[config.mk]
export PLATFORM = sky130hd
export DESIGN_NAME = demux_rr_scheduler
export DESIGN_NICKNAME = d
export VERILOG_FILES = /design/src/rtl/demux_sched_pkg.sv /design/src/rtl/rr_lane_picker.sv /design/src/rtl/demux_rr_scheduler.sv
export SDC_FILE = /design/constraint.sdc
export NUM_CORES = 1
export LEC_CHECK = 0
export BUFFER_PORTS_ARGS = -buffer_cell sky130_fd_sc_hd__buf_2
export CAP_MARGIN = 20
export CORE_UTILIZATION = 46
export CTS_CLUSTER_DIAMETER = 40
export DETAILED_ROUTE_END_ITERATION = 16
export MAX_ROUTING_LAYER = met4
export PLACE_DENSITY = 0.7
export SETUP_SLACK_MARGIN = 0.4
export SYNTH_ARGS = -nofsm -noshare
export SYNTH_HDL_FRONTEND = slang
export SYNTH_HIERARCHICAL = 1
export SYNTH_SLANG_ARGS = --single-unit
[constraint.sdc]
create_clock -name clk -period 4.35 [get_ports clk]
set_input_delay 0.6525 -clock clk [delete_from_list [all_inputs] [get_ports clk]]
set_output_delay 0.6525 -clock clk [all_outputs]
set_load 0.02 [all_outputs]
[src/rtl/demux_sched_pkg.sv]
// Shared constants, state encoding and lane-select type for the round-robin demux scheduler.
package demux_sched_pkg;
  localparam int NUM_CH     = 8;
  localparam int SEL_W      = 3;
  localparam int DATA_W_DEF = 8;

  typedef enum logic {IDLE, HOLD} state_t;
  typedef logic [SEL_W-1:0] sel_t;

  function automatic logic [NUM_CH-1:0] lane_onehot(input sel_t s);
    return NUM_CH'(1) << s;
  endfunction
endpackage

[src/rtl/rr_lane_picker.sv]
// Combinational round-robin search: first eligible lane at or after ptr, wrapping mod NUM_CH.
module rr_lane_picker
  import demux_sched_pkg::*;
(
  input  sel_t              ptr,
  input  logic [NUM_CH-1:0] mask,
  output sel_t              sel,
  output logic              any
);
  sel_t idx;

  // Scan from the far end back toward ptr so the nearest eligible lane is written last.
  always_comb begin
    sel = ptr;
    idx = ptr;
    for (int i = NUM_CH - 1; i >= 0; i--) begin
      idx = ptr + sel_t'(i);
      if (mask[idx]) sel = idx;
    end
  end

  assign any = |mask;
endmodule

[src/rtl/demux_rr_scheduler.sv]
// Round-robin 1-to-8 demux with one-entry holding register.
// Optional build macro DEMUX_SCHED_STATS_EN adds delivery/stall counters.
module demux_rr_scheduler
  import demux_sched_pkg::*;
#(
  parameter int DATA_W = DATA_W_DEF
) (
  input  logic              clk,
  input  logic              rst_n,
  input  logic              enable,
  input  logic [NUM_CH-1:0] ch_mask,
  input  logic              in_valid,
  input  logic [DATA_W-1:0] in_data,
  output logic              in_ready,
  output logic [NUM_CH-1:0] out_valid,
  output logic [DATA_W-1:0] out_data,
  input  logic [NUM_CH-1:0] out_ready,
  output sel_t              cur_sel
`ifdef DEMUX_SCHED_STATS_EN
  ,
  output logic [15:0]       stat_delivered,
  output logic [15:0]       stat_stall
`endif
);
  state_t            state_q;
  sel_t              rr_ptr_q;
  sel_t              sel_q;
  logic [DATA_W-1:0] data_q;
  logic [NUM_CH-1:0] out_valid_q;

  sel_t pick_ptr;
  sel_t pick_sel;
  logic pick_any;
  logic sel_ready;
  logic deliver;
  logic accept;

  // In HOLD the next item must follow the lane being released, not the stale rr_ptr.
  assign pick_ptr = (state_q == HOLD) ? sel_q + sel_t'(1) : rr_ptr_q;

  rr_lane_picker u_picker (
    .ptr  (pick_ptr),
    .mask (ch_mask),
    .sel  (pick_sel),
    .any  (pick_any)
  );

  assign sel_ready = out_ready[sel_q];
  assign deliver   = (state_q == HOLD) && sel_ready;
  assign in_ready  = rst_n && enable && pick_any && ((state_q == IDLE) || sel_ready);
  assign accept    = in_valid && in_ready;

  assign out_valid = out_valid_q;
  assign out_data  = data_q;
  assign cur_sel   = (state_q == IDLE) ? rr_ptr_q : sel_q;

  always_ff @(posedge clk or negedge rst_n) begin
    if (!rst_n) begin
      state_q     <= IDLE;
      rr_ptr_q    <= '0;
      sel_q       <= '0;
      data_q      <= '0;
      out_valid_q <= '0;
    end else begin
      case (state_q)
        IDLE: begin
          if (accept) begin
            data_q      <= in_data;
            sel_q       <= pick_sel;
            out_valid_q <= lane_onehot(pick_sel);
            state_q     <= HOLD;
          end
        end
        HOLD: begin
          if (deliver) begin
            rr_ptr_q <= sel_q + sel_t'(1);
            if (accept) begin
              data_q      <= in_data;
              sel_q       <= pick_sel;
              out_valid_q <= lane_onehot(pick_sel);
            end else begin
              out_valid_q <= '0;
              state_q     <= IDLE;
            end
          end
        end
        default: state_q <= IDLE;
      endcase
    end
  end

`ifdef DEMUX_SCHED_STATS_EN
  logic [15:0] stat_delivered_q;
  logic [15:0] stat_stall_q;

  always_ff @(posedge clk or negedge rst_n) begin
    if (!rst_n) begin
      stat_delivered_q <= '0;
      stat_stall_q     <= '0;
    end else begin
      if (deliver) stat_delivered_q <= stat_delivered_q + 16'd1;
      if ((state_q == HOLD) && !sel_ready) stat_stall_q <= stat_stall_q + 16'd1;
    end
  end

  assign stat_delivered = stat_delivered_q;
  assign stat_stall     = stat_stall_q;
`endif
endmodule
Yosys cells after proc, flatten, opt, wreduce, memory -nomap -nowiden. Cells that the tools add are included.

Word-level logic and storage cells: 76. Output and inout port bits: 20. Input bits: 28. Register bits: 23.

Muxes and demuxes: 41. Shifts and indexed selects: 1. $lt $le $gt $ge: 9. Eq/ne operators: 2. Bitwise gates (word level): 1. Add/sub/neg operators: 8. Reductions and logical operators: 9.

Operators by type and width (count): 8-bit two-way mux (5); 3-bit by 4-bit < comparator with 1-bit output, second input constant (9); 3-bit two-way mux (12); 8-bit case mux with 2 select lines (2); 1-bit binary-select mux with 3-bit select (9); 3-bit adder, second input constant (4); 1-bit two-way mux (11); 8-bit OR reduction (1); 1-bit by 3-bit left shift with 8-bit output, first input constant (1); 3-bit by 1-bit adder with 3-bit output, second input constant (2); 3-bit by 2-bit adder with 3-bit output, second input constant (2); 3-bit case mux with 2 select lines (1); 1-bit logical AND (5); 2-bit AND reduction (2); 2-bit by 1-bit != test with 1-bit output, second input constant (1); 2-bit != test, second input constant (1); 1-bit case mux with 2 select lines (1); 1-bit logical OR (1); 1-bit NOT (1).

Logic depth before layout (Yosys ltp). Gate-level depths: netlist of the first run.

Depth after elaboration: 17. Mapped depth: 17. Mapped depth without buffers: 14.

Hierarchy. Netlist of the first run, hierarchy kept.

Modules (own cells, without submodules): demux_rr_scheduler (instances 1, area each 1121.1 um^2, cells an instance 92, sequential area each 575.6 um^2); rr_lane_picker (instances 1, area each 874.6 um^2, cells an instance 94, sequential area each 0.0 um^2).

Worst setup path after synthesis of the first run. Ideal clock, no wire load.

Path type: register to register. Start point: register sel_q[1]. End point: register out_valid_q[4], in the netlist out_valid[4]. Arrival: 3.712 ns. Period minus slack after synthesis: 3.833 ns. Setup time: 0.121 ns. Data required time: 4.229 ns. Cell stages (with the launch flop): 18. Setup slack: 0.517 ns. Buffers on the path: 3. Path through: dfrtp_1 ha_1 nand2_1 nand2_1 buf_6 clkbuf_1 inv_1 ha_1 clkbuf_1 mux4_2 mux2i_4 o21ai_1 a31oi_1 o211ai_1 a221oi_2 nor2b_1 nor2b_1 a22o_1.

Cells in the longest elaborated chain, start to end: 17. Elaborated cells on any way between the ends: 47. Classes of those cells: add/sub: 8; eq/ne: 2; shift: 1; mux: 31; reduce/logical: 5.

Ends and longest elaborated chain: start, declared (line demux_rr_scheduler.sv:27) `sel_t sel_q;`; start signal, assigned (line demux_rr_scheduler.sv:69) `sel_q <= pick_sel;`; start signal, assigned (line demux_rr_scheduler.sv:79) `sel_q <= pick_sel;`; 3-bit by 1-bit adder with 3-bit output * (line demux_rr_scheduler.sv:39) `assign pick_ptr = (state_q == HOLD) ? sel_q + sel_t'(1) : rr_ptr_q;`; 3-bit two-way mux * (line demux_rr_scheduler.sv:39); via pick_ptr[1] (line demux_rr_scheduler.sv:31) `sel_t pick_ptr;`; 3-bit adder (line rr_lane_picker.sv:17) `idx = ptr + sel_t'(i);`; 1-bit binary-select mux with 3-bit select (line rr_lane_picker.sv:18) `if (mask[idx]) sel = idx;`; 1-bit two-way mux (not written as such) (line rr_lane_picker.sv:18); 3-bit two-way mux (7 in a row) (line rr_lane_picker.sv:18); 3-bit two-way mux * (line rr_lane_picker.sv:18); via pick_sel[1] (line demux_rr_scheduler.sv:32) `sel_t pick_sel;`; 1-bit by 3-bit left shift with 8-bit output * (line demux_sched_pkg.sv:11) `return NUM_CH'(1) << s;`; 8-bit two-way mux (line demux_rr_scheduler.sv:77) `if (accept) begin`; 8-bit two-way mux (line demux_rr_scheduler.sv:75) `if (deliver) begin`; 8-bit case mux with 2 select lines * (line demux_rr_scheduler.sv:65) `case (state_q)`; end signal, assigned (line demux_rr_scheduler.sv:70) `out_valid_q <= lane_onehot(pick_sel);`; end signal, assigned (line demux_rr_scheduler.sv:80) `out_valid_q <= lane_onehot(pick_sel);`; end, declared (line demux_rr_scheduler.sv:29) `logic [NUM_CH-1:0] out_valid_q;`.

The timed path passes the listed nets; every way through them passes the cells marked *. The select of a mux whose other input is x is not followed. A chain may end at the register's enable or synchronous reset.

Worst setup path after layout of the first run.
Start point: register sel_q[0]. End point: register out_valid_q[4], in the netlist out_valid[4].

Same word-level chain as after synthesis.

==> flow_metrics.tcl, run 1 <==
set metrics [dict create \
    outcome "complete, no violations" \
    synth_cells 186 \
    worst_path_dominant_cell_family "compound AO/OA/AOI/OAI gates" \
    cp_num_buf_inv 1 \
    starting_density_pct 48.8 \
    cts_tree "built" \
    num-nets-final 261 \
    final_common_cell "sky130_fd_sc_hd__buf_2" \
    yosys_most_used_dff "sky130_fd_sc_hd__dfrtp_1" \
    grt_first_pass_wirelength_mm 7.20 \
    hold_path.class "primary input to async pin" \
    detail_route.wl_per_cell_um 15.2 \
    yosys.cell_types.count 51 \
    final_hold_viol_count 0 \
    synth_warnings 6 \
    worstSetupEndpointType "register" \
    synth.ff_latch_count 23 \
    cts_setup_buffers 0 \
    gp_congestion 0.831 \
    fin_crit_ns 3.68 \
    synthesis.nets 217 \
    clk_root_buffer_cell "sky130_fd_sc_hd__clkbuf_8" \
    globalRouteTotalUtil_pct 21.4 \
    place_hpwl_mm 3.22 \
    rsz0062_at_grt "false" \
    cp_data_required_time_ns 4.50 \
    critical_path_arrival_ns 3.83 \
    vias 1638 \
    row_count 23 \
    critical_path.max_stage_delay_ns 0.53 \
    timing.slew.headroom_pct 48.2 \
    io_buffer_count 47 \
    slew_viol_final 0 \
    clock-sinks 23 \
    clock_skew_ns 0.00729 \
    num_io_pins 48 \
    antenna_violating_nets_post_route 0 \
    final_cell_count_no_fill 279 \
    drt-pass1-iter-count 4 \
    criticalPathCategory "register to register" \
    synth-async-reset-ratio_pct 100 \
    postRouteWirelength_mm 4.25 \
    dieArea_mm2 0.00461 \
    post_synth.cell_area_avg_um2 10.7 \
    timing.final.crit_share_pct 84.5 \
    maxClockFrequency_mhz 272 \
    cts_inserted_buffers 3 \
    cts.clk_slew.worst_paths_ns 0.08 \
    cts_max_path_buffers 2 \
    cp_cell_sequence "ha_1, nand2_1, nand2_1, inv_1, ha_1, mux4_2, mux2i_4, o21ai_1, a31oi_1, o211ai_1, a221oi_2, nor2b_1, nor2b_1, a22o_1" \
    htreeDepth 1 \
    worstPathMaxFanout 10 \
    cap_viol_max_count 0 \
    worst-slew-pin-transition_ns 0.777 \
    cpMaxStageDelayCell "sky130_fd_sc_hd__dfrtp_1" \
    number_of_global_route_vias_before_repair 1486 \
    post_cts_resized 0 \
    areaGrowthSynthToFinish_pct 14.7 \
    grt.overflow.total 0 \
    antenna_cells_inserted 0 \
    synth_enable_flop_cells 0 \
    final_cell_mix "sky130_fd_sc_hd__buf_2 (47), sky130_fd_sc_hd__dfrtp_1 (23), sky130_fd_sc_hd__nand2_1 (22), sky130_fd_sc_hd__mux2_2 (15), sky130_fd_sc_hd__mux2i_1 (11)" \
    post-route-drc-count 0 \
    die_width_um 67.9 \
    die_h_um 67.9 \
    netlist_area_mm2 0.00200 \
    antenna_found_initial 0 \
    core-area_mm2 0.00409 \
    cts_hold_buf 0 \
    detail_route.vias_per_cell 5.87 \
    fin_setup_tns_ns 0 \
    drt_iter0_markers 69 \
    share_of_layout_cells_above_drive_strength_1_pct 39.3 \
    grt_start_max_net_pins 26 \
    synth_seq_area_share_pct 28.8 \
    critical_path.startpoint_type "register" \
    worstSkewPairLatency_ns 0.26 \
    setup_violating_endpoint_count_in_the_final_report 0 \
    dp.cells 275 \
]
worst paths after layout:
| kind | from | end | slack, ns | cells past startpoint |
|---|---|---|---|---|
| max in group asynchronous | rst_n | out_valid[7] | 3.64 | 1 |
| hold reg to reg | out_data[1] | out_data[1] | 0.50 | 1 |
| setup reg to reg | sel_q[0] | out_valid[4] | 0.67 | 14 |
| setup / recovery | sel_q[0] | out_valid[4] | 0.67 | 14 |
| min in group clk | out_data[1] | out_data[1] | 0.50 | 1 |
| hold / removal | rst_n | out_data[3] | 0.35 | 1 |
cells by family (layout without fill, tap and decap cells):
logic type	Yosys count	in the layout	share of synthesized area (%)
simple gates	55	55	14.5
mux	42	42	30.7
compound gates	40	40	16.1
flops	23	23	28.8
buf+inv	19	62	5.89
xor+xnor	4	4	2.13
fa+ha+maj	3	3	1.88
flip-flops by register name (all words and copies together) (netlist names):
signal     count
out_data       8
out_valid      8
rr_ptr_q       3
sel_q          3
state_q        1
Yosys cell counts, types with 2 or more instances:
cell / instances / area [um2]
sky130_fd_sc_hd__and3_1: 2 / 12.5
sky130_fd_sc_hd__o21ai_0: 4 / 20.0
sky130_fd_sc_hd__a22o_1: 9 / 78.8
sky130_fd_sc_hd__xnor2_1: 2 / 17.5
sky130_fd_sc_hd__nand4_1: 3 / 18.8
sky130_fd_sc_hd__mux2i_4: 2 / 45.0
sky130_fd_sc_hd__mux2_2: 15 / 169
sky130_fd_sc_hd__a22oi_1: 2 / 15.0
sky130_fd_sc_hd__o21ai_1: 3 / 15.0
sky130_fd_sc_hd__dfrtp_1: 23 / 576
sky130_fd_sc_hd__inv_1: 8 / 30.0
sky130_fd_sc_hd__mux4_2: 8 / 180
sky130_fd_sc_hd__and3b_1: 2 / 17.5
sky130_fd_sc_hd__buf_6: 4 / 45.0
sky130_fd_sc_hd__mux2_4: 3 / 45.0
sky130_fd_sc_hd__mux4_1: 2 / 52.6
sky130_fd_sc_hd__clkbuf_1: 4 / 15.0
sky130_fd_sc_hd__ha_1: 3 / 37.5
sky130_fd_sc_hd__nor3_1: 2 / 10.0
sky130_fd_sc_hd__mux2i_1: 12 / 120
sky130_fd_sc_hd__nor4_1: 2 / 12.5
sky130_fd_sc_hd__nor3b_1: 5 / 37.5
sky130_fd_sc_hd__a211oi_1: 2 / 15.0
sky130_fd_sc_hd__nor2_1: 8 / 30.0
sky130_fd_sc_hd__nand2_1: 22 / 82.6
sky130_fd_sc_hd__nor2b_1: 4 / 25.0
sky130_fd_sc_hd__o211ai_1: 2 / 15.0
sky130_fd_sc_hd__o22ai_1: 2 / 12.5
sky130_fd_sc_hd__a21oi_1: 4 / 20.0
metal layers:
layer  share of wire (%)  track usage (%)  vias up
met4                 1.2             5.73        0
met2                  46             31.2       58
li1                    -                -      798
met5                   0                -        -
met3                 5.4             4.67        6
met1                  48             30.0      776
per-stage QoR:
stage	setup WS [ns]	area (um2)	utilization (%)	hold WS, ns
after floorplan	0.517	2000	-	0.357
after global placement	0.744	2230	54.6	0.484
after detailed placement	0.694	2230	54.6	0.489
after CTS	0.674	2280	55.7	0.373
after global routing	0.422	2290	56.0	0.392
final	0.673	2290	56.0	0.353
cell type report:
type | instances | area [um2]
repair buffers | 50 | 258
inverters | 8 | 30.0
well taps | 50 | 62.6
clock buffers | 4 | 45.0
flip-flops and latches | 23 | 576
fillers | 370 | 1800
multi-input cells | 144 | 1320
Power of run 1 is not shown: default switching activity piles up to over one toggle a cycle in this logic, so the estimate is an artifact.
==> run 2: changes to the inputs <==
Settings changed: PLACE_DENSITY 0.7 to 0.73.
Clock period 4.35 ns to 3 ns, I/O delays scaled along.
==> flow_metrics.tcl, run 2 (synthesis gave the netlist of run 1 again) <==
set metrics [dict create \
    outcome "complete, but fails checks" \
    violations "negative setup slack" \
    drt_iter0_markers 93 \
    number_of_global_route_vias_before_repair 1652 \
    postRouteWirelength_mm 5.24 \
    grt_start_max_net_pins 25 \
    io_buffer_count 47 \
    clk_root_buffer_cell "sky130_fd_sc_hd__clkbuf_8" \
    fin_setup_tns_ns -0.106 \
    starting_density_pct 48.8 \
    final_util_pct 69.2 \
    detail_route.vias_per_cell 5.79 \
    num-nets-final 304 \
    finalWorstSetupSlack_ns -0.0353 \
    row_count 23 \
    rsz0062_at_grt "true" \
    grt.busiest_layer "met2" \
    final_cell_count_no_fill 322 \
    globalRouteTotalUtil_pct 24.2 \
    cap_viol_max_count 0 \
    layout.filler_cells 280 \
    antenna_found_initial 0 \
    grt_first_pass_wirelength_mm 7.98 \
    timing.slew.headroom_pct 58.8 \
    fin_crit_ns 3.04 \
    grtUsageMet2_pct 36.9 \
    grt.overflow.total 0 \
    die_h_um 67.9 \
    die_width_um 67.9 \
    cts_tree "built" \
    cp_data_required_time_ns 3.15 \
    share_of_layout_cells_above_drive_strength_1_pct 58.5 \
    post-route-drc-count 0 \
    setup_violating_endpoint_count_in_the_final_report 6 \
    critical_path.startpoint_type "register" \
    cts_inserted_buffers 3 \
    cts_max_path_buffers 2 \
    place_hpwl_mm 3.78 \
    num_io_pins 48 \
    worst-r2r-cell-count 13 \
    critical_path.endpoint "out_valid[1]" \
    criticalPathCategory "register to register" \
    groute.layer.met1.usage_pct 32.8 \
    final_common_cell "sky130_fd_sc_hd__buf_2" \
    antenna_cells_inserted 0 \
    worst-slew-pin-transition_ns 0.618 \
    multi_input_area_mm2 0.00150 \
    worst_r2r_endpoint "out_valid[1]" \
    dp.cells 305 \
    core-area_mm2 0.00409 \
    clock-sinks 23 \
    htreeDepth 1 \
    maxClockFrequency_mhz 329 \
    final_hold_viol_count 0 \
    cts.clk_slew.worst_paths_ns 0.08 \
    timing.final.crit_share_pct 101 \
    worstSetupEndpointType "register" \
    timing.reg2reg.setup_slack_ns -0.04 \
    grt_util_met3_pct 3.00 \
    critical_path.startpoint "sel_q[1]" \
    worstPathMaxFanout 7 \
    detail_route.wl_per_cell_um 16.3 \
    areaGrowthSynthToFinish_pct 41.7 \
    reg2reg_from "sel_q[1]" \
    holdWs_ns 0.211 \
    vias 1863 \
    hold_path.class "primary input to async pin" \
    final_cell_mix "sky130_fd_sc_hd__buf_2 (47), sky130_fd_sc_hd__buf_4 (39), sky130_fd_sc_hd__dfrtp_1 (23), sky130_fd_sc_hd__nand2_1 (18), sky130_fd_sc_hd__mux2_2 (14)" \
    drt-pass1-iter-count 4 \
    gp_congestion 0.927 \
    dieArea_mm2 0.00461 \
    slew_viol_final 0 \
    antenna_violating_nets_post_route 0 \
    worstSkewPairLatency_ns 0.26 \
    ff_latch_area_um2 576 \
    critical_path_arrival_ns 3.19 \
    clock_skew_ns 0.00446 \
]
[run 2: routing by layer]
| layer | up-vias | routed length [um] | part of all wire [%] |
|---|---|---|---|
| li1 | 882 | - | - |
| met1 | 909 | 2320 | 44 |
| met2 | 58 | 2570 | 49 |
| met5 | - | 0 | 0 |
| met3 | 14 | 222 | 4.2 |
| met4 | 0 | 126 | 2.4 |
[run 2: repair_timing]
| item | 4_1_cts | 5_1_grt |
|---|---|---|
| hold buffers | 0 | 0 |
| setup buffers | 8 | 5 |
| resized for setup | 13 | 23 |
| pin swaps | 13 | 11 |
| setup endpoints to repair | 11 | 12 |
[run 2: worst min-delay path by stage]
stage          depth (start not counted)            to  slack [ns]
3_5_place_dp                           1  out_valid[5]        0.49
4_1_cts                                2   out_data[5]        0.21
3_3_place_gp                           1  out_valid[5]        0.48
6_report                               2   out_data[7]        0.21
5_1_grt                                2   out_data[0]        0.22
2_1_floorplan                          0   out_data[0]        0.15
[run 2: layout make-up]
type                    instances  share of cell area, %
flip-flops and latches         23                   20.4
inverters                       8                   1.15
clock inverters                 1                  0.177
multi-input cells             144                   53.2
clock buffers                   3                   1.46
repair buffers                 93                   21.5
well taps                      50                   2.21
[run 2: stage by stage]
step	cell area [um2]	setup WS (ns)
3_3_place_gp	2510	-0.00136
5_1_grt	2830	-0.188
2_1_floorplan	2070	-0.431
4_1_cts	2670	-0.00655
6_report	2830	-0.0353
3_5_place_dp	2510	-0.0582
[run 2: worst max-delay path, cell delays in order, from the launching register on]
cell and delay, ns:
sky130_fd_sc_hd__dfrtp_1 0.42, sky130_fd_sc_hd__ha_4 0.30, sky130_fd_sc_hd__nand2_4 0.05, sky130_fd_sc_hd__nand2_4 0.10, sky130_fd_sc_hd__inv_4 0.05, sky130_fd_sc_hd__ha_4 0.29
sky130_fd_sc_hd__mux4_2 0.38, sky130_fd_sc_hd__mux2i_4 0.20, sky130_fd_sc_hd__buf_6 0.14, sky130_fd_sc_hd__nor3_4 0.04, sky130_fd_sc_hd__a2111oi_4 0.36, sky130_fd_sc_hd__o311ai_4 0.20
sky130_fd_sc_hd__nor3b_2 0.20, sky130_fd_sc_hd__a22o_1 0.19
Power of run 2 is left out for the same reason.
==> run 3: changes to the inputs <==
Settings changed: CELL_PAD_IN_SITES_DETAIL_PLACEMENT from default to 2, CELL_PAD_IN_SITES_GLOBAL_PLACEMENT from default to 2, CORE_UTILIZATION 46 to 31, PLACE_DENSITY 0.73 to default, PLACE_DENSITY_LB_ADDON from default to 0.1.
==> flow_metrics.tcl, run 3 (synthesis gave the netlist of run 1 again) <==
set metrics [dict create \
    hold_path.class "primary input to async pin" \
    finalWorstSetupSlack_ns -0.115 \
    worstSetupEndpointType "register" \
    die_width_um 82.2 \
    worst-r2r-cell-count 12 \
    clock_skew_ns 0.000957 \
    fin_crit_ns 3.12 \
    place_hpwl_mm 5.30 \
    globalRouteTotalUtil_pct 22.9 \
    multi_input_area_mm2 0.00156 \
    dieArea_mm2 0.00676 \
    share_of_layout_cells_above_drive_strength_1_pct 61.2 \
    antenna_cells_inserted 0 \
    cpMaxStageDelayCell "sky130_fd_sc_hd__dfrtp_1" \
    number_of_global_route_vias_before_repair 2081 \
    slew_viol_final 0 \
    grt.busiest_layer "met2" \
    critical_path_arrival_ns 3.27 \
    grt.overflow.total 0 \
    ff_latch_area_um2 576 \
    drt_iter0_markers 48 \
    setup_violating_endpoint_count_in_the_final_report 9 \
    io_buffer_count 47 \
    maxClockFrequency_mhz 321 \
    worstPathMaxFanout 8 \
    num_io_pins 48 \
    dp.cells 334 \
    worstSkewPairLatency_ns 0.26 \
    starting_density_pct 32.9 \
    clk_root_buffer_cell "sky130_fd_sc_hd__clkbuf_8" \
    timing.final.crit_share_pct 104 \
    antenna_violating_nets_post_route 0 \
    critical_path.startpoint_type "register" \
    worst-slew-pin-transition_ns 0.766 \
    grt_start_max_net_pins 25 \
    clock-sinks 23 \
    gp_congestion 0.831 \
    grt_util_met3_pct 1.32 \
    htreeDepth 1 \
    cap_viol_max_count 0 \
    cts_inserted_buffers 3 \
    outcome "complete, but fails checks" \
    final_cell_count_no_fill 348 \
    antenna_found_initial 0 \
    groute.layer.met1.usage_pct 25.8 \
    core-area_mm2 0.00606 \
    critical_path.max_stage_delay_ns 0.43 \
    final_common_cell "sky130_fd_sc_hd__buf_2" \
    grt_first_pass_wirelength_mm 11.1 \
    final_cell_mix "sky130_fd_sc_hd__buf_2 (48), sky130_fd_sc_hd__buf_4 (38), sky130_fd_sc_hd__dfrtp_1 (23), sky130_fd_sc_hd__nand2_1 (19), sky130_fd_sc_hd__mux2_2 (14)" \
    detail_route.wl_per_cell_um 20.1 \
    violations "negative setup slack" \
    num-nets-final 305 \
    row_count 28 \
    drt-pass1-iter-count 4 \
    cp_data_required_time_ns 3.15 \
    final_hold_viol_count 0 \
    cp_cell_sequence "ha_4, nand2_4, nand2_4, inv_4, ha_4, mux4_2, mux2i_4, nor3b_2, a2111oi_4, o311ai_4, buf_4, mux2_4" \
    vias 1863 \
    cts.clk_slew.worst_paths_ns 0.08 \
    layout.filler_cells 632 \
    die_h_um 82.2 \
    areaGrowthSynthToFinish_pct 47.0 \
    post-route-drc-count 0 \
    timing.slew.headroom_pct 49.0 \
    grtUsageMet2_pct 44.1 \
    cts_max_path_buffers 2 \
    criticalPathCategory "register to register" \
    rsz0062_at_grt "true" \
    cts_tree "built" \
    postRouteWirelength_mm 6.98 \
    detail_route.vias_per_cell 5.35 \
]
[run 3: critical path: cells and delay by family (launching register included)]
family                   cells  cell delay [ns]
multiplexers                 3             0.91
buffers and inverters        2             0.24
AND/OR/NAND/NOR              3             0.23
adder cells (fa/ha/maj)      2             0.59
flip-flops                   1             0.43
AO/OA/AOI/OAI                2             0.61
[run 3: area by class of cell]
class | instances | area share, %
multi-input combinational | 144 | 53.1
timing repair buffer | 94 | 21.4
sequential | 23 | 19.6
tap | 75 | 3.20
clock buffer | 3 | 1.41
inverter | 8 | 1.11
clock inverter | 1 | 0.171
[run 3: final timing paths]
path,endpoint,start,slack [ns]
max,sel_q[0],sel_q[0],-0.12
min,sel_q[2],rst_n,0.22
max reg2reg,sel_q[0],sel_q[0],-0.12
min reg2reg,out_valid[6],out_valid[6],0.51
max in group asynchronous,out_valid[6],rst_n,2.53
min in group clk,out_data[6],in_data[6],0.42
[run 3: through the flow]
stage / setup TNS (ns) / setup WS (ns) / hold slack (ns) / cell area [um2] / utilization [%]
floorplan: -2.74 / -0.431 / 0.154 / 2070 / -
global placement: -1.06 / -0.193 / 0.487 / 2580 / 42.7
detailed placement: -1.33 / -0.211 / 0.486 / 2580 / 42.7
CTS: -0.498 / -0.0959 / 0.231 / 2850 / 47.1
global route: -1.76 / -0.225 / 0.232 / 2930 / 48.4
finish: -0.742 / -0.115 / 0.224 / 2930 / 48.4
[run 3: timing repair]
item                                    CTS  global route
pin swaps                                18            10
hold buffers                              0             0
resized for setup                        34            14
buffers inserted                          6             3
endpoints found under the setup margin   11            12
cloned                                    1             0
[run 3: layer usage]
layer | share of wire, % | wire length [um]
met1 | 41 | 2830
met2 | 57 | 3980
met3 | 1.4 | 97
met4 | 1.0 | 70
met5 | 0 | 0
Power of run 3 is left out for the same reason.
